[src/rtl/regbank_pkg.sv]
// Shared types and sizes for the one-hot register bank.
// Entry count is tied to the 3-to-8 decoder that drives wr_sel.
package regbank_pkg;

  localparam int NUM_ENTRIES = 8;
  localparam int ADDR_W      = 3;

  typedef enum logic {
    SWEEP,
    IDLE
  } bank_state_t;

  typedef enum logic [1:0] {
    SEL_NONE,
    SEL_ONE,
    SEL_MULTI
  } sel_class_t;

endpackage

[src/rtl/onehot_check.sv]
// Classifies a write select as empty, one-hot or multi-hot.
// Purely combinational; x & (x-1) drops the lowest set bit.
module onehot_check
  import regbank_pkg::*;
(
  input  logic [NUM_ENTRIES-1:0] sel_i,
  output sel_class_t             cls_o
);

  logic [NUM_ENTRIES-1:0] low_drop;
  logic                   is_zero;
  logic                   is_one;

  assign low_drop = sel_i & (sel_i - NUM_ENTRIES'(1));
  assign is_zero  = (sel_i == '0);
  assign is_one   = !is_zero && (low_drop == '0);

  always_comb begin
    cls_o = SEL_MULTI;
    unique case (1'b1)
      is_zero: cls_o = SEL_NONE;
      is_one:  cls_o = SEL_ONE;
      default: cls_o = SEL_MULTI;
    endcase
  end

endmodule

[src/rtl/onehot_reg_bank.sv]
// 8-entry register bank with one-hot writes, a clear sweep and a registered read port.
// Define REGBANK_FWD_EN for write-first same-entry reads; default is read-first.
module onehot_reg_bank
  import regbank_pkg::*;
#(
  parameter int WIDTH = 64
) (
  input  logic                   clk,
  input  logic                   reset,
  input  logic [NUM_ENTRIES-1:0] wr_sel,
  input  logic [WIDTH-1:0]       wr_data,
  input  logic                   wr_valid,
  output logic                   wr_ready,
  input  logic                   clr_req,
  input  logic                   rd_en,
  input  logic [ADDR_W-1:0]      rd_addr,
  output logic [WIDTH-1:0]       rd_data,
  output logic                   rd_valid,
  output logic                   busy,
  output logic                   sel_err
);

  bank_state_t       state_q, state_d;
  logic [ADDR_W-1:0] ptr_q, ptr_d;
  logic [ADDR_W-1:0] sweep_idx;
  logic              sweep_clr;
  logic              sweep_start;

  logic              sel_err_q, sel_err_d;
  logic [WIDTH-1:0]  rd_data_q, rd_data_d;
  logic              rd_valid_q;
  logic              rd_fwd;

  logic [WIDTH-1:0]  mem_q [NUM_ENTRIES];

  sel_class_t        sel_cls;
  logic              wr_fire;
  logic              wr_one;
  logic              wr_multi;

  onehot_check u_check (
    .sel_i (wr_sel),
    .cls_o (sel_cls)
  );

  assign wr_ready = (state_q == IDLE);
  assign busy     = (state_q == SWEEP);
  assign wr_fire  = wr_valid && wr_ready;
  assign wr_one   = wr_fire && (sel_cls == SEL_ONE);
  assign wr_multi = wr_fire && (sel_cls == SEL_MULTI);

  // A clr_req mid-sweep rewinds so this very cycle clears entry 0.
  assign sweep_idx = clr_req ? '0 : ptr_q;

  always_comb begin
    state_d     = state_q;
    ptr_d       = ptr_q;
    sweep_clr   = 1'b0;
    sweep_start = 1'b0;
    unique case (state_q)
      SWEEP: begin
        sweep_clr   = 1'b1;
        sweep_start = clr_req;
        ptr_d       = sweep_idx + ADDR_W'(1);
        if (sweep_idx == ADDR_W'(NUM_ENTRIES - 1)) begin
          state_d = IDLE;
        end
      end
      IDLE: begin
        if (clr_req) begin
          state_d     = SWEEP;
          ptr_d       = '0;
          sweep_start = 1'b1;
        end
      end
      default: state_d = SWEEP;
    endcase
  end

  always_comb begin
    sel_err_d = sel_err_q;
    if (sweep_start) begin
      sel_err_d = 1'b0;
    end else if (wr_multi) begin
      sel_err_d = 1'b1;
    end
  end

`ifdef REGBANK_FWD_EN
  assign rd_fwd = wr_one && wr_sel[rd_addr];
`else
  assign rd_fwd = 1'b0;
`endif

  always_comb begin
    rd_data_d = rd_data_q;
    if (rd_en) begin
      rd_data_d = rd_fwd ? wr_data : mem_q[rd_addr];
    end
  end

  always_ff @(posedge clk) begin
    if (reset) begin
      state_q    <= SWEEP;
      ptr_q      <= '0;
      sel_err_q  <= 1'b0;
      rd_data_q  <= '0;
      rd_valid_q <= 1'b0;
    end else begin
      state_q    <= state_d;
      ptr_q      <= ptr_d;
      sel_err_q  <= sel_err_d;
      rd_data_q  <= rd_data_d;
      rd_valid_q <= rd_en;
    end
  end

  // Storage has no reset; the post-reset sweep zeroes it.
  always_ff @(posedge clk) begin
    for (int i = 0; i < NUM_ENTRIES; i++) begin
      if (sweep_clr && (sweep_idx == ADDR_W'(i))) begin
        mem_q[i] <= '0;
      end else if (wr_one && wr_sel[i]) begin
        mem_q[i] <= wr_data;
      end
    end
  end

  assign rd_data  = rd_data_q;
  assign rd_valid = rd_valid_q;
  assign sel_err  = sel_err_q;

endmodule

[config.mk]
export PLATFORM = sky130hd
export DESIGN_NAME = onehot_reg_bank
export DESIGN_NICKNAME = d
export VERILOG_FILES = /design/src/rtl/regbank_pkg.sv /design/src/rtl/onehot_check.sv /design/src/rtl/onehot_reg_bank.sv
export SDC_FILE = /design/constraint.sdc
export NUM_CORES = 1
export LEC_CHECK = 0
export ABC_CLOCK_PERIOD_IN_PS = 6500
export CORE_MARGIN = 5
export CORE_UTILIZATION = 60
export DETAILED_ROUTE_END_ITERATION = 12
export PLACE_DENSITY_LB_ADDON = 0.08
export SYNTH_ARGS = -nofsm -noshare
export SYNTH_HDL_FRONTEND = slang
export SYNTH_SLANG_ARGS = --single-unit
[constraint.sdc]
create_clock -name clk -period 6.5 [get_ports clk]
set_clock_uncertainty 0.1 [all_clocks]
set_input_delay 1.625 -clock clk [delete_from_list [all_inputs] [get_ports clk]]
set_output_delay 1.625 -clock clk [all_outputs]
set_load 0.01 [all_outputs]
After elaboration in Yosys (flattened, before gate mapping)

Memory sizes are Yosys's and may differ from the RTL's. A register that Yosys moved wholly into a read port is not among the register bits.
Cells that the tools add are included.
W data, S select, Z words.

Memories kept: 1
Word-level logic and storage cells: 136
Output and inout bits: 68
Input port bits: 80
Register bits: 6
RAM bits: 512

Reduce and logical (&&, ||, !) cells: 32
Add/subtract/negate cells: 2
Muxes and demuxes: 78
Equal/unequal tests: 9
Bitwise gates (word level): 10

Memories:

| memory | words | width | rd ports | clocked after Yosys merged registers in | write ports | line                  | RTL |
|---|---|---|---|---|---|---|---|
| mem_q  | 8     | 64    | 1        | 1                                       | 1           | onehot_reg_bank.sv:34 | `logic [WIDTH-1:0] mem_q [NUM_ENTRIES];` |

Operators with widths:

| kind                  | count |
|---|---|
| $mux W64              | 15 |
| $reduce_or A64 Y1     | 7 |
| $mux W1               | 51 |
| $mux W3               | 8 |
| $logic_and A1 B1 Y1   | 20 |
| $logic_not A8 Y1      | 2 |
| $eq A3 B3 Y1 const B  | 4 |
| $and A8 B8 Y8         | 1 |
| $or A1 B1 Y1          | 8 |
| $sub A8 B1 Y8 const B | 1 |
| $eq A3 B2 Y1 const B  | 2 |
| $pmux W3 S2           | 1 |
| $pmux W1 S2           | 2 |
| $pmux W2 S2           | 1 |
| $add A3 B1 Y3 const B | 1 |
| $eq A3 B1 Y1 const B  | 1 |
| $logic_not A3 Y1      | 1 |
| $eq A2 B1 Y1 const B  | 1 |
| $eq A2 B2 Y1 const B  | 1 |
| $reduce_or A2 Y1      | 1 |
| $logic_not A1 Y1      | 1 |
| $not A1 Y1            | 1 |

Longest topological paths before layout

Word-level depth: 20
Gate-level depth with buffers: 8
Gate-level depth less buffers: 6

Modules after synthesis

From an unflattened synthesis, not the netlist that was laid out.

Cells, all modules: 1858
Area total of the unflattened synthesis: 25984.9 µm²

By module, submodules not included:

| module          | area an instance (µm²) | sequential area each (µm²) | instances | cells an instance |
|---|---|---|---|---|
| onehot_reg_bank | 25878.6                | 16776.1                    | 1         | 1842 |
| onehot_check    | 106.4                  | 0.0                        | 1         | 16 |

Worst setup path after synthesis

OpenSTA, ideal clock, no wires.

Kind: in2reg
Start point: input port wr_sel[2]
End point: memory mem_q[3][0] (enable)
Buffers on the path: 2
Cell stages on the path: 7
Required time: 5.980 ns
Setup slack: 1.246 ns
Data arrival time: 4.733 ns
Library setup time: 0.420 ns
Cell sequence: or4_4 > or3_1 > buf_6 > mux2i_4 > nor4b_2 > clkbuf_1 > a21o_1

Word-level cells in the longest chain between the ends: 20
Elaborated cells between the ends (all ways): 70
Classes of those cells: add/sub: 1; eq/ne: 1; mux: 39; bitwise: 9; reduce/logical: 20

RTL lines:

| element                                                          | line                   | RTL |
|---|---|---|
| from (decl)                                                      | onehot_reg_bank.sv:10  | `input logic [NUM_ENTRIES-1:0] wr_sel,` |
| $sub A8 B1 Y8                                                    | onehot_check.sv:14     | `assign low_drop = sel_i & (sel_i - NUM_ENTRIES'(1));` |
| $and A8 B8 Y8                                                    | onehot_check.sv:14     |  |
| $logic_not A8 Y1                                                 | onehot_check.sv:16     | `assign is_one = !is_zero && (low_drop == '0);` |
| $logic_and A1 B1 Y1                                              | onehot_check.sv:16     |  |
| $pmux W2 S2                                                      | onehot_check.sv:20     | `unique case (1'b1)` |
| $eq A2 B1 Y1                                                     | onehot_reg_bank.sv:49  | `assign wr_one = wr_fire && (sel_cls == SEL_ONE);` |
| $logic_and A1 B1 Y1                                              | onehot_reg_bank.sv:49  |  |
| $logic_and A1 B1 Y1                                              | onehot_reg_bank.sv:123 | `end else if (wr_one && wr_sel[i]) begin` |
| $mux W1                                                          | onehot_reg_bank.sv:123 |  |
| $mux W1                                                          | onehot_reg_bank.sv:121 | `if (sweep_clr && (sweep_idx == ADDR_W'(i))) begin` |
| $mux W1 (not written as such)                                    | onehot_reg_bank.sv:124 | `mem_q[i] <= wr_data;` |
| $or A1 B1 Y1 (no source line)                                    | -                      |  |
| $reduce_or A64 Y1 (no source line)                               | -                      |  |
| $mux W3 (no source line) or $mux W1 (tied branches) (7 in a row) | -                      |  |
| to (decl)                                                        | onehot_reg_bank.sv:34  |  |

Parallel ways exist; a longest one is shown, timed or not.

Worst setup path after layout

Start point: input port wr_sel[3]
End point: memory mem_q[5][0] (enable)

The elaborated chain is that of the path after synthesis.

==> run summary <==
Synthesis produced a netlist with a net count of 1,674. After detailed routing, the total wire length is 55.1 mm. The tools report the critical path required time as 6.68 ns. The floorplan die area came out at 0.0464 mm2.

The worst setup slack after layout is 1.83 ns. The worst setup path is launched from an input pin. Summed over all layers, the global routing overflow is 0. Setup repair after global routing left no endpoint under its margin. After technology mapping, the gate count stands at 1,588. Dividing the detail-routed wire length by the instance count gives 24.0 um. For this run, the number of Yosys warnings is 0. The tools report the pin count of the biggest net entering global routing as 91. The number of remaining DRC errors was 0. The root buffer cell was sky130_fd_sc_hd__clkbuf_16. After synthesis the cells add up to 0.0253 mm2. Using the TritonRoute via totals, the vias-per-cell ratio works out to 5.86. The top fanout value on the critical path was 40; the post-synthesis sequential element count was 582. Sort of element at the end of the critical path: a register.

The number of enable-type register cells in the synthesized netlist is 512, and the number of max-slew violations in the final report is 0. In this run the static leakage power is 9.92 nW. Summing over every cut layer, the via total after detailed routing is 13,500. Headroom to the max-slew limit came out at 33.5%. Hold repair after CTS inserted 0 buffers. The clock net sink count was 582; the remaining number of nets flagged by the antenna check after routing was 0. For this run, the post-layout net count is 1,795. The netlist uses 37 different library cells. The total of buffers placed on input and output ports was 147; the instance area at placement was 0.0272 mm2. 148 I/O pins were placed. The run gives 0 as the total count of hold-check failures in the final report. By startpoint and endpoint, the worst setup path is classified as input pin to register. TritonCTS built the clock tree. After synthesis, the share of flip-flops with an asynchronous set or reset is 0%.

Total track usage: 23.9%. The first global-routing pass estimated 85.4 mm of wire. The worst-case IR drop observed on VDD is 220 uV. The library cells used most frequently in the layout, excluding fill and tap cells, are 513 x sky130_fd_sc_hd__and2_1, 512 x sky130_fd_sc_hd__edfxtp_1, 142 x sky130_fd_sc_hd__clkdlybuf4s50_1. The initial utilization of the core area, before any placement, comes to 60.5%. The tightest min-delay check is of the register to register type.

After clock tree synthesis, the clock-pin slew on the worst setup and hold paths is 0.06 ns. The fraction of final layout cells sized beyond drive strength 1 works out to 15.4%. The region available for standard cell placement spans 0.0419 mm2. At the pin with the least slew margin, the transition time is 0.998 ns. Setup violations remaining at the end of the flow were counted as 0. The congestion estimate from routability-driven global placement came to 0.762. For the via count of the first global-routing pass, the log shows 14,400. The mean instance size in the synthesized netlist is 16.0 um2. For the initial antenna violation count, the log shows 2. The tools report the count of H-tree levels built during CTS as 2. The flow ran to the end, and the final reports show no timing, DRC or antenna violations. Overall die height: 216 um. The floorplan has 75 rows. The power per cell area is 271 mW/mm2, and the latest clock arrival within the worst-skew pair is 0.60 ns. Prior to clock tree synthesis, the placed netlist has a worst setup slack of 1.24 ns. The detailed router finished its first iteration with 1,044 violations. For this run, the leading register cell type out of synthesis is sky130_fd_sc_hd__edfxtp_1. After layout, the worst path uses 71.8% of the clock period. The final critical-path required period was 4.67 ns. Compared with the post-synthesis result, the final layout area differs by 14.8%. After clock tree synthesis, the setup repair step added 0 buffers.

Adding up every negative setup slack in the final design gives 0 ns. Sum of net half-perimeters after detailed placement: 29.9 mm. The tools report the number of detailed-routing iterations run before antenna repair as 5. The logs give 66.2% for the register area share after synthesis and 4.85 ns for the data arrival time of the worst path. The clock passes through at most 3 buffers. In this run, CTS created clock tree buffers numbering 58. In this run, post-CTS repair resized a total of 0 instances. Max-cap violations in this run came to 0. The run gives 0 as the antenna diode instance count.

The most common library cell in the layout ignoring fill and taps is sky130_fd_sc_hd__and2_1. The achievable clock frequency came out at 214 MHz. The floorplan step set the die width to 216 um. The tools report the total non-filler cell area in the finished layout as 0.0291 mm2.
## critical path, cell delays in order
cell and delay, ns:
sky130_fd_sc_hd__clkdlybuf4s50_1 0.47, sky130_fd_sc_hd__or4_4 0.55, sky130_fd_sc_hd__or3_1 0.50, sky130_fd_sc_hd__mux2i_4 0.30, sky130_fd_sc_hd__nor4b_4 0.35, sky130_fd_sc_hd__a31o_4 0.63
sky130_fd_sc_hd__buf_4 0.39
## final timing paths
check	from	endpoint	slack (ns)	depth (start not counted)
hold reg to reg	rd_data[4]	rd_data[4]	0.38	2
hold / removal	rd_data[4]	rd_data[4]	0.38	2
setup / recovery	wr_sel[3]	mem_q[5][0]	1.83	7
setup reg to reg	wr_ready	mem_q[2][57]	3.72	5
## metrics by stage
step | utilization (%) | power (mW) | instances | hold slack [ns]
after floorplan | - | 4.45 | 1588 | 0.405
after global placement | 65.0 | 4.68 | 2188 | 0.371
after detailed placement | 65.0 | 4.68 | 2188 | 0.377
after CTS | 69.5 | 7.96 | 2297 | 0.384
after global routing | 69.5 | 8.16 | 2297 | 0.402
final | 69.5 | 7.89 | 2297 | 0.382
## flip-flops by register name (all words and copies together) (netlist names)
| register | cells |
|---|---|
| mem_q | 512 |
| rd_data | 64 |
| ptr_q | 3 |
| rd_valid | 1 |
| sel_err | 1 |
| wr_ready | 1 |
## layer usage
layer / vias up / track usage [%] / routed length [um] / share of wire (%)
met1: 6867 / 31.0 / 22200 / 40
met4: 4 / 5.91 / 1100 / 2.0
met3: 83 / 3.57 / 2810 / 5.1
met2: 363 / 43.0 / 29000 / 53
li1: 6137 / - / - / -
met5: - / 0 / 20 / 0.036
## cell type report
type	count	area, um2
inverter	5	18.8
clock buffer	81	1650
sequential	582	16800
tap	539	674
clock inverter	28	238
multi-input combinational	886	8020
timing repair buffer	176	1710
fill	2798	12800
## power breakdown
group	switching (mW)	leakage [nW]	internal (mW)
clock network	1.37	0.938	1.92
registers	0.0282	5.09	4.10
logic	0.244	3.90	0.224
## cells in the mapped netlist (4+ instances only)
cell type / instances / area [um2]
sky130_fd_sc_hd__dfxtp_1: 70 / 1400
sky130_fd_sc_hd__mux4_2: 128 / 2880
sky130_fd_sc_hd__mux2i_1: 65 / 651
sky130_fd_sc_hd__clkbuf_1: 64 / 240
sky130_fd_sc_hd__buf_1: 6 / 22.5
sky130_fd_sc_hd__nor2_1: 70 / 263
sky130_fd_sc_hd__clkbuf_2: 6 / 30.0
sky130_fd_sc_hd__edfxtp_1: 512 / 15400
sky130_fd_sc_hd__and2_1: 513 / 3210
sky130_fd_sc_hd__buf_2: 14 / 70.1
sky130_fd_sc_hd__nor4b_2: 4 / 60.1
sky130_fd_sc_hd__inv_1: 5 / 18.8
sky130_fd_sc_hd__a31o_2: 6 / 52.6
sky130_fd_sc_hd__ha_1: 6 / 75.1
sky130_fd_sc_hd__nand2b_1: 5 / 31.3
sky130_fd_sc_hd__buf_6: 24 / 270
sky130_fd_sc_hd__a211oi_1: 65 / 488
## kinds of logic after synthesis
| group | synth area share (%) |
|---|---|
| flip-flops | 66.2 |
| XOR/XNOR | 0.0691 |
| AND/OR/NAND/NOR | 14.4 |
| adder cells (fa/ha/maj) | 0.375 |
| buffers and inverters | 2.60 |
| AO/OA/AOI/OAI | 2.29 |
| multiplexers | 14.0 |
No activity file was read; power rests on OpenSTA's default activity.
